--- src/rtl/inst_encoder.sv ---
// inst_encoder
//   Turns a mnemonic code plus operand fields into 32-bit MIPS instruction
//   words with sequential word addresses. It expands the li pseudo-op into
//   one or two words. It sits in front of the instruction-memory loader.
//
// Handshake: an input request moves on a clock edge where in_valid && in_ready.
//   An output word moves on a clock edge where out_valid && out_ready.
//   While out_valid is high and out_ready is low, out_word and out_addr stay stable.
//   in_ready depends on the state register only.
//
// Ports:
//   clk, reset            rising-edge clock, async active-high reset
//   in_valid / in_ready   request handshake
//   mnem, rs, rt, rd,     mnemonic code and operand fields
//   shamt, imm, target
//   out_valid / out_ready encoded-word handshake
//   out_word, out_addr    encoded instruction and its word address
//   err                   one-cycle pulse when an illegal mnemonic is consumed
//   word_cnt              number of words the consumer has accepted (wraps)
//   dbgState              current FSM state (0 IDLE, 1 EMIT, 2 EMIT2)
module inst_encoder #(
  parameter logic [31:0] BASE_ADDR = 32'h0000_0000,
  parameter int          MNEM_W    = 6
) (
  input  logic              clk,
  input  logic              reset,
  input  logic              in_valid,
  output logic              in_ready,
  input  logic [MNEM_W-1:0] mnem,
  input  logic [4:0]        rs,
  input  logic [4:0]        rt,
  input  logic [4:0]        rd,
  input  logic [4:0]        shamt,
  input  logic [31:0]       imm,
  input  logic [25:0]       target,
  output logic              out_valid,
  input  logic              out_ready,
  output logic [31:0]       out_word,
  output logic [31:0]       out_addr,
  output logic              err,
  output logic [15:0]       word_cnt,
  output logic [1:0]        dbgState
);

  typedef enum logic [1:0] {IDLE = 2'd0, EMIT = 2'd1, EMIT2 = 2'd2} state_t;

  state_t      state;
  logic [31:0] pendWord;
  logic        pendValid;

  logic [31:0] code;
  logic [5:0]  fld;       // funct for R-type, opcode for I/J-type
  logic [4:0]  rsF, rtF, rdF, shF;
  logic [31:0] encWord, encWord2;
  logic        encTwo, encLegal;

  assign code = 32'(mnem);

  always_comb begin
    fld = 6'h00;
    case (code)
      32'd0:  fld = 6'h20;
      32'd1:  fld = 6'h21;
      32'd2:  fld = 6'h22;
      32'd3:  fld = 6'h23;
      32'd4:  fld = 6'h24;
      32'd5:  fld = 6'h25;
      32'd6:  fld = 6'h26;
      32'd7:  fld = 6'h27;
      32'd8:  fld = 6'h2a;
      32'd9:  fld = 6'h2b;
      32'd10: fld = 6'h00;
      32'd11: fld = 6'h02;
      32'd12: fld = 6'h03;
      32'd13: fld = 6'h08;
      32'd14: fld = 6'h09;
      32'd15: fld = 6'h23;
      32'd16: fld = 6'h2b;
      32'd17: fld = 6'h0f;
      32'd18: fld = 6'h08;
      32'd19: fld = 6'h09;
      32'd20: fld = 6'h0c;
      32'd21: fld = 6'h0d;
      32'd22: fld = 6'h0e;
      32'd23: fld = 6'h0a;
      32'd24: fld = 6'h0b;
      32'd25: fld = 6'h04;
      32'd26: fld = 6'h05;
      32'd27: fld = 6'h06;
      32'd28: fld = 6'h07;
      32'd29: fld = 6'h01;
      32'd30: fld = 6'h02;
      32'd31: fld = 6'h03;
      default: fld = 6'h00;
    endcase
  end

  always_comb begin
    encWord  = 32'h0;
    encWord2 = 32'h0;
    encTwo   = 1'b0;
    encLegal = 1'b1;
    rsF      = rs;
    rtF      = rt;
    rdF      = rd;
    shF      = 5'd0;
    if (code <= 32'd14) begin
      // Shifts carry shamt and have no rs; jr uses rs only.
      if (code >= 32'd10 && code <= 32'd12) begin
        rsF = 5'd0;
        shF = shamt;
      end
      if (code == 32'd13) begin
        rtF = 5'd0;
        rdF = 5'd0;
      end
      encWord = {6'h00, rsF, rtF, rdF, shF, fld};
    end else if (code <= 32'd29) begin
      if (code == 32'd17) rsF = 5'd0;   // lui
      if (code >= 32'd27) rtF = 5'd0;   // blez/bgtz/bltz
      encWord = {fld, rsF, rtF, imm[15:0]};
    end else if (code <= 32'd31) begin
      encWord = {fld, target};
    end else if (code == 32'd32) begin
      encWord = 32'h0;
    end else if (code == 32'd33) begin
      // li: if the upper half is zero, one ori is enough. Otherwise emit lui,
      // then an ori only when the lower half is nonzero.
      if (imm[31:16] == 16'h0) begin
        encWord = {6'h0d, 5'd0, rt, imm[15:0]};
      end else begin
        encWord  = {6'h0f, 5'd0, rt, imm[31:16]};
        encWord2 = {6'h0d, rt, rt, imm[15:0]};
        encTwo   = (imm[15:0] != 16'h0);
      end
    end else begin
      encLegal = 1'b0;
    end
  end

  assign in_ready = (state == IDLE);
  assign dbgState = state;

  always_ff @(posedge clk or posedge reset) begin
    if (reset) begin
      state     <= IDLE;
      out_valid <= 1'b0;
      out_word  <= 32'h0;
      out_addr  <= BASE_ADDR;
      err       <= 1'b0;
      word_cnt  <= 16'h0;
      pendWord  <= 32'h0;
      pendValid <= 1'b0;
    end else begin
      err <= 1'b0;
      case (state)
        IDLE: begin
          if (in_valid) begin
            if (encLegal) begin
              out_word  <= encWord;
              out_valid <= 1'b1;
              pendWord  <= encWord2;
              pendValid <= encTwo;
              state     <= EMIT;
            end else begin
              err <= 1'b1;
            end
          end
        end
        EMIT: begin
          if (out_ready) begin
            out_addr <= out_addr + 32'd4;
            word_cnt <= word_cnt + 16'd1;
            if (pendValid) begin
              // The second li word follows with no bubble.
              out_word  <= pendWord;
              pendValid <= 1'b0;
              state     <= EMIT2;
            end else begin
              out_valid <= 1'b0;
              state     <= IDLE;
            end
          end
        end
        EMIT2: begin
          if (out_ready) begin
            out_addr  <= out_addr + 32'd4;
            word_cnt  <= word_cnt + 16'd1;
            out_valid <= 1'b0;
            state     <= IDLE;
          end
        end
        default: state <= IDLE;
      endcase
    end
  end

endmodule

--- config.mk ---
export PLATFORM = sky130hd
export DESIGN_NAME = inst_encoder
export DESIGN_NICKNAME = d
export VERILOG_FILES = /design/src/rtl/inst_encoder.sv
export SDC_FILE = /design/constraint.sdc
export NUM_CORES = 1
export LEC_CHECK = 0
export ABC_AREA = 1
export CORE_MARGIN = 1.5
export CORE_UTILIZATION = 50
export CTS_CLUSTER_DIAMETER = 50
export DETAILED_ROUTE_END_ITERATION = 10
export PLACE_DENSITY = 0.88
export SYNTH_ARGS = -nofsm -noshare
export SYNTH_HDL_FRONTEND = slang
export SYNTH_SLANG_ARGS = --single-unit
--- constraint.sdc ---
create_clock -name clk -period 3.66 [get_ports clk]
set_input_delay 0.366 -clock clk [delete_from_list [all_inputs] [get_ports clk]]
set_output_delay 0.366 -clock clk [all_outputs]
set_load 0.01 [all_outputs]
==> summary.txt <==
Status
  – Status: complete, no violations

Setup path
  – Critical path capture point type: flip-flop
  – Worst-path maximum fanout: 24
  – Startpoint type of the worst setup path: primary input
  – Critical Path RT: just under 4 ns
  – Worst Path Arrival: 3.08 ns
  – R2r startpoint: dbgState[1]
  – Depth of the most critical reg-to-reg path: 9
  – Category of the most critical setup path: primary input to flip-flop
  – Worst Setup SP: mnem[1]

Detailed routing
  – Post-Route WL: 19.2 mm
  – Violation count after the first detailed-routing iteration: approximately 740
  – Detailed-route via count: ~6.8k
  – Number of DRC violations after detailed routing: 0
  – Total iterations of the first detailed-routing run: 6
  – Average wire length per cell after detail routing: approximately 15 µm
  – Antenna Nets Post-Route: 0
  – Post-detailed-route via-to-cell ratio: about 5.4

GRT
  – Final global-route overflow total: 0
  – Initial antenna violation count: 0
  – Overall track demand over capacity in global routing: 0.279
  – Wire length of the first global-routing pass: around 32 mm
  – Pin count of the biggest net entering global routing: 62
  – Vias in the first global route: ~6.4k

Pwr
  – Share of power burned in combinational logic: 0.423
  – Maximum VDD drop: between 0.0004 and 0.0005 V
  – Portion of total power attributed to sequential cells: 0.354
  – Switch Pwr: approximately 1.7 mW
  – Static Leakage: 4.40 nW
  – Fraction of power spent switching nets: 0.385
  – Total internal power: 2.72 mW
  – Power density relative to cell area: 507 nW/µm²
  – Clk network pwr share: 0.223

Yosys
  – Yosys warning count: 0
  – Syn avg cell area: 7.18 µm²
  – Total of flip-flops plus latches after synthesis: between 100 and 150
  – Largest family of logic cells by synthesized area: simple AND/OR/NAND/NOR gates
  – Top cells by area in the synthesized netlist: dfrtp_1 39%, nand2_1 17%, inv_1 6.1%
  – Share of the synthesized area in compound gates (AO/OA/AOI/OAI): 0.0870
  – Area share of fa/ha/maj cells after synthesis: 0.0284
  – Most frequently used cell type in the post-synthesis netlist: nand2_1
  – Post-synth ARST share: 1.00
  – Post-synthesis share of cell area spent on and, or, nand and nor gates: 0.339
  – Main flop type after synthesis: dfrtp_1
  – Most area-hungry cell type in the Yosys netlist: dfrtp_1
  – Proportion of synthesized chip area in sequential cells: 0.393
  – Post-synthesis instance area: about 6600 µm²
  – Count of different cell masters after synthesis: 39
  – Multiplexer area fraction after synthesis: 0
  – Fraction of post-synthesis cell area in the top cell type by area: 0.393
  – Xor-xnor portion of the synthesized cell area: 0.0569
  – Top cells by instance count after synthesis: 300 x nand2_1, 108 x inv_1, 104 x dfrtp_1, 81 x nand3_1, 77 x nor2_1
  – Mapped Cells: 921
  – Count of flip-flops with a built-in enable after synthesis: 0

Floorplan
  – Standard-cell row count: just over 40
  – X dimension of the die: 118 µm
  – Initial standard-cell utilization of the core: 0.518
  – Height of the die: about 120 µm
  – Count of boundary I/O pins: ~170
  – Core area: 12800 µm²
  – Overall die area: 13900 µm²

Clock tree
  – Clock sink count: ~100
  – Maximum level of the CTS H-tree: 3
  – Clock Path Buffers: 2
  – Clock latency on the worst-skew pair: between 0.3 and 0.4 ns
  – Setup bufs post-CTS: 0
  – Clock tree from TritonCTS: built
  – Total CTS buffers: 9
  – Worst-path clk slew: 0.08 ns
  – Number of hold-repair buffers added at the cts stage: 0
  – Clk root buf: clkbuf_16
  – Number of resized instances in the post-cts repair step: 0

STA
  – Transition time of the tightest slew-check pin: approximately 0.8 ns
  – Final Slew Violations: 0
  – Layout Skew: between 0.01 and 0.015 ns
  – Final count of negative-setup-slack endpoints: 0
  – Max Clk Rate: around 0.35 GHz
  – Portion of the clock cycle consumed by the worst path in the final layout: 0.774
  – Worst max-slew margin expressed relative to the limit: 0.464
  – Final hold viol count: 0
  – Post-layout minimum cycle time: approximately 2.8 ns
  – Aggregate negative setup slack: 0 ns
  – Unrepaired setup endpoints after global routing: false

Final layout
  – Synth-to-Final Area Change: 31.8%
  – Total inserted antenna cells: 0
  – Share of post-route cells with drive strength above 1: 0.0552
  – Final design utilization: 0.683
  – Final design instance area without fill: approximately 8700 µm²
  – Net total in the final layout: between 1k and 1.5k

Worst hold path
  – Min-delay worst type: flip-flop to flip-flop
  – Hold Path Stages: 1
  – Hold Crit Start: word_cnt[15]

Placement
  – Standard cell area after detailed placement: 8420 µm²
  – Sum of net half-perimeters after detailed placement: roughly 14 mm
  – Count of buffers from port buffering: 169
  – Last weighted congestion value of the routability-driven placer: 0.959

Job
  – MaxCap Viol Count: 0
## per-layer routing
layer  GRT usage  wire length, µm  vias to the layer above  share of wire
met2       0.448             8960                      363           0.47
met3      0.0577             1610                       57          0.084
met5           0                0                        -              0
met1       0.371             8120                     3160           0.42
met4       0.105              541                        0          0.028
li1            -                -                     3230              -
## cell usage in the layout, fill, tap and decap left out, types with 4 or more instances in the layout
cell type,n
a21boi_1,5
xnor2_1,17
ha_1,15
o21ai_0,39
nor2_1,77
nand2_2,4
o21ai_2,9
buf_4,8
nand3_1,81
a21oi_1,16
inv_2,4
a22o_1,5
nand4_1,22
clkbuf_16,9
nand2_4,5
nor2_2,4
o21ai_1,22
inv_1,107
clkdlybuf4s50_1,169
nor3_1,11
dfrtp_1,104
xor2_1,26
nand2_1,300
## sequential cells by signal (all words and copies together) (netlist names)
name	cells
word_cnt	16
pendWord	22
dbgState	2
err	1
out_addr	30
out_word	31
out_valid	1
pendValid	1
## stage by stage
step / power [mW] / std cells / setup slack [ns] / hold WS [ns]
6_report: 4.42 / 1258 / 0.828 / 0.484
5_1_grt: 4.69 / 1258 / 0.641 / 0.498
4_1_cts: 4.41 / 1258 / 0.900 / 0.487
3_5_place_dp: 3.42 / 1243 / 0.613 / 0.469
3_3_place_gp: 3.38 / 1243 / 0.801 / 0.466
2_1_floorplan: 2.67 / 923 / 0.562 / 0.449
## area by class of cell
type                    instances  area, µm²
fillers                      1044       4060
repair buffers                178       1770
inverters                     114        433
clock inverters                 6       76.3
flip-flops and latches        104       2600
clock buffers                   9        225
multi-input cells             675       3390
well taps                     172        215
## final timing paths
| path | to | slack [ns] |
|---|---|---|
| min in group asynchronous | word_cnt[8] | 0.52 |
| worst max-delay path | pendWord[14] | 0.83 |
| worst min-delay path | word_cnt[15] | 0.48 |
| worst min register to register | word_cnt[15] | 0.48 |
| max in group asynchronous | pendWord[2] | 2.43 |
| worst max register to register | out_word[25] | 0.96 |
## logic make-up after synthesis
family	after synthesis
XOR/XNOR	43
AND/OR/NAND/NOR	515
AO/OA/AOI/OAI	99
adder cells (fa/ha/maj)	15
other	1
flip-flops	104
buffers and inverters	144
## power groups by stage
| stage | logic (mW) | registers (mW) | clock network (mW) |
|---|---|---|---|
| global route | 2.06 | 1.59 | 1.04 |
| floorplan | 1.03 | 1.64 | 0 |
| finish | 1.87 | 1.56 | 0.987 |
| global placement | 1.80 | 1.58 | 0 |
| CTS | 1.86 | 1.56 | 0.992 |
| detailed placement | 1.85 | 1.58 | 0 |
## worst max-delay path, cell delays in order
cell and delay, ns:
clkdlybuf4s50_1 0.53, inv_1 0.28, ha_1 0.39, nand2_1 0.10, nor2_1 0.17, nand2_1 0.09
nand3_2 0.15, nand3_4 0.27, nor2_4 0.26, inv_2 0.20, o21ai_0 0.26
Power figures use the tool's default switching activity.
==> variant 1, RTL diff (same flow settings) <==
Set the parameter `MNEM_W` to 12 (it was 6).
--- a/src/rtl/inst_encoder.sv
+++ b/src/rtl/inst_encoder.sv
@@ -21,5 +21,5 @@
 module inst_encoder #(
   parameter logic [31:0] BASE_ADDR = 32'h0000_0000,
-  parameter int          MNEM_W    = 6
+  parameter int          MNEM_W    = 12
 ) (
   input  logic              clk,
Ports: changed (resized mnem); port bits go from 173 to 179. No check against the original RTL was run, so the function may have changed too.
==> variant 1 against the original RTL <==
  * Largest cell class unchanged
  * Final area is 0.98% higher
  * Sequential cell count unchanged
  * Non-clock buffer count rose by 8
  * First-iteration DRC count is 12% lower
  * Core utilization is 0.94 points higher
  * Power decreased by 11%
  * Worst setup slack improved by 110 ps
  * Routed wire length up 7.6%
  * Area after synthesis decreased by 0.40%
==> variant 1: results (changes against the original RTL) <==
path_delay_family: "buffers and inverters"  # was simple AND/OR/NAND/NOR gates
antenna_found_initial: 0  # unchanged
drt_iter0_drc: 648  # was 736
drive_gt1_share_pct: 6.86  # was 5.52%
route.met2.wl_mm: 9.88  # was 8.96 mm
p_sw_mw: 1.39  # was 1.70 mW
max_slew_margin_pct: 27.5  # was 46.4%
fin_skew_ps: 9.66  # was 11.6 ps
async_flop_share_pct: 100  # unchanged
cts-resized-gates: 0  # unchanged
root_buffer: "clkbuf_16"  # unchanged
synth_commonest_cells: "297 x nand2_1, 105 x inv_1, 104 x dfrtp_1"  # was 300 x nand2_1, 108 x inv_1, 104 x dfrtp_1
yosysUniqueCellTypes: 42  # was 39
finalWeightedCongestion: 1.01  # was 0.959
grt_max_degree: 82  # was 62
ys_seq_area_share_pct: 39.5  # was 39.3%
synth_warnings: 0  # unchanged
cellLeakagePower_nw: 4.41  # was 4.40 nW
holdPathStages: 1  # unchanged
track_usage_pct: 30.5  # was 27.9%
clk_latency_ps: 350
met3_length_mm: 1.54  # was 1.61 mm
path_clk_slew_ps: 70
htreeDepth: 3  # unchanged
status: "finished clean"  # unchanged
antenna_cells: 0  # unchanged
dp_hpwl_mm: 15.8  # was 14.3 mm
largestRegisters: "out_word: 31 flops, out_addr: 30 flops, pendWord: 22 flops"  # unchanged
firstDrtPassIters: 6  # unchanged
nets: 1198  # was 1185
topRoutingLayerUsed: "met4"  # unchanged
routed_wl_mm: 20.7  # was 19.2 mm
post_cts_buffers: 0  # unchanged
placement.io_buffers: 175  # was 169
crit_arrival_ps: 3010  # was 3080 ps
reg2reg_depth: 7  # was 9
hold_path_class: "register to register"  # unchanged
clkPwrFrac_pct: 25.6  # was 22.3%
drt-met1-wl_mm: 8.41  # was 8.12 mm
slowest_delay_ps: 520
cts_buffers: 9  # unchanged
cp_max_fo: 23  # was 24
cp_slowest_cell: "clkdlybuf4s50_1"  # unchanged
synth_area_leaders: "dfrtp_1 40%, nand2_1 17%, inv_1 6.0%"  # was dfrtp_1 39%, nand2_1 17%, inv_1 6.1%
yosysMostFrequentCell: "nand2_1"  # unchanged
clk_path_buf_depth: 2  # unchanged
grt_pass1_wl_mm: 33.9  # was 31.7 mm
vdd_drop_max_uv: 378  # was 434 uV
vias: 6819  # was 6810
seq_power_mw: 1.49  # was 1.56 mW
## variant 1: routing by layer
layer | global-route usage, % | vias to the layer above
met5 | 0 | -
met4 | 14.5 | 0
met3 | 5.47 | 68
met2 | 51.0 | 346
met1 | 38.3 | 3143
li1 | - | 3262
## variant 1: metrics by stage
| stage | util, % | instances | instance area (um^2) | worst slack (ps) | power, mW |
|---|---|---|---|---|---|
| global route | 69.2 | 1266 | 8800 | 672 | 4.14 |
| global placement | 66.7 | 1250 | 8490 | 734 | 2.88 |
| floorplan | - | 919 | 6600 | 562 | 2.24 |
| CTS | 69.2 | 1266 | 8800 | 1010 | 3.93 |
| finish | 69.2 | 1266 | 8800 | 933 | 3.93 |
| detailed placement | 66.7 | 1250 | 8490 | 659 | 2.92 |
## variant 1: final cells by class
class                      count  area, um^2
fill                        1035        3920
multi-input combinational    670        3390
sequential                   104        2600
timing repair buffer         186        1830
inverter                     118         445
clock buffer                   9         225
tap                          172         215
clock inverter                 7        88.8
## variant 1: kinds of logic after synthesis
kind of cell / Yosys count / synth area share, %
other: 1 / 0.0569
AO/OA/AOI/OAI: 104 / 8.76
XOR/XNOR: 42 / 5.58
flip-flops: 104 / 39.5
adder cells (fa/ha/maj): 15 / 2.85
AND/OR/NAND/NOR: 506 / 34.1
buffers and inverters: 145 / 9.12
## variant 1: worst paths after layout
kind	slack [ps]	start	end
min reg2reg	480	word_cnt[15]	word_cnt[15]
min in group asynchronous	600	reset	out_addr[15]
min	480	word_cnt[15]	word_cnt[15]
max	930	mnem[1]	out_word[6]
max in group asynchronous	2260	reset	out_word[24]
max reg2reg	1270	dbgState[1]	out_word[0]
==> variant 2, RTL diff (config.mk and constraints unchanged) <==
Made on the original files. Put one more register stage on the output `dbgState`. The value now appears one clock later. The other outputs are not delayed to match.
--- a/src/rtl/inst_encoder.sv
+++ b/src/rtl/inst_encoder.sv
@@ -140,5 +140,7 @@
 
   assign in_ready = (state == IDLE);
-  assign dbgState = state;
+  always_ff @(posedge clk) begin
+    dbgState <= state;
+  end
 
   always_ff @(posedge clk or posedge reset) begin
Check against the original RTL: not equivalent (Yosys sat finds a counterexample within 4 cycles, from zero or initial values and one cycle with reset high).
==> variant 2 against the original RTL <==
  * Worst setup slack got worse by 43 ps
  * Final area fell by 0.29%
  * Sequential cell count rose by 2
  * Count of clock-buffer cells in the layout rose by 1
  * Via count fell by 2.2%
  * Fmax fell by 1.5%
  * Power fell by 5.5%
  * Critical path type unchanged
  * Routed wire length rose by 3.1%
  * Area after synthesis fell by 2.0%
  * Largest cell class unchanged
==> variant 2: results (changes against the original RTL) <==
clockBufferCount: 10  # was 9
routed_wl_mm: 19.8  # was 19.2 mm
r2r-start: "state[0]"  # was dbgState[1]
nonClkBufAreaFrac_pct: 20.7  # was 20.3%
grtUsageMet2_pct: 49.5  # was 44.8%
clk_latency_ps: 360  # was 340 ps
nMultiInputCombCells: 660  # was 675
place_ws_ps: 539  # was 613 ps
async_flop_share_pct: 98.1  # was 100%
inverters_excl_clock: 116  # was 114
ys_seq_area_share_pct: 40.8  # was 39.3%
max_slew_margin_pct: 49.1  # was 46.4%
timing.rr.end: "out_addr[29]"  # was out_word[25]
track_usage_pct: 30.1  # was 27.9%
yosysUniqueCellTypes: 43  # was 39
reg2reg_slack_ps: 1000  # was 960 ps
grt_util_met3_pct: 4.17  # was 5.77%
crit_arrival_ps: 3140  # was 3080 ps
reg2reg_depth: 11  # was 9
synthXorXnorAreaFrac_pct: 5.81  # was 5.69%
synth_area_leaders: "dfrtp_1 40%, nand2_1 17%, inv_1 6.4%"  # was dfrtp_1 39%, nand2_1 17%, inv_1 6.1%
met1_usage_pct: 39.3  # was 37.1%
period_share_pct: 78.6  # was 77.4%
p_sw_share_pct: 35.6  # was 38.5%
status: "finished clean"  # unchanged
fillCellCount: 1058  # was 1044
grt_pass1_wl_mm: 31.7  # about the same
place_area_mm2: 0.00837  # was 0.00842 mm^2
variant 2: cell count changes after synthesis, moves of 4 or more:
cell	delta
a21oi_1	+8
buf_6	-5
clkbuf_1	+6
nand2_1	-7
nand2_4	-4
nand4_1	-4
nor2_1	-7
nor3_1	-4
nor4_1	+5
o21ai_0	+18
o21ai_1	-21
o21ai_2	-7
o22ai_1	+7
variant 2: power by group through the flow:
stage          Sequential [mW]  Combinational [mW]  Clock, mW
2_1_floorplan             1.62               0.706          0
3_3_place_gp              1.55                1.51          0
3_5_place_dp              1.56                1.55          0
4_1_cts                   1.54                1.56       1.08
5_1_grt                   1.57                1.72       1.13
6_report                  1.54                1.56       1.07
variant 2: critical path: cells and delay by family:
kind	cells	cell delay [ps]
compound gates	1	230
buf+inv	6	1500
fa+ha+maj	1	280
simple gates	5	770
variant 2: layer usage:
layer | part of all wire (%) | wire [um]
met2 | 47 | 9240
met1 | 43 | 8470
met4 | 3.6 | 718
met3 | 7.1 | 1410
met5 | 0 | 0
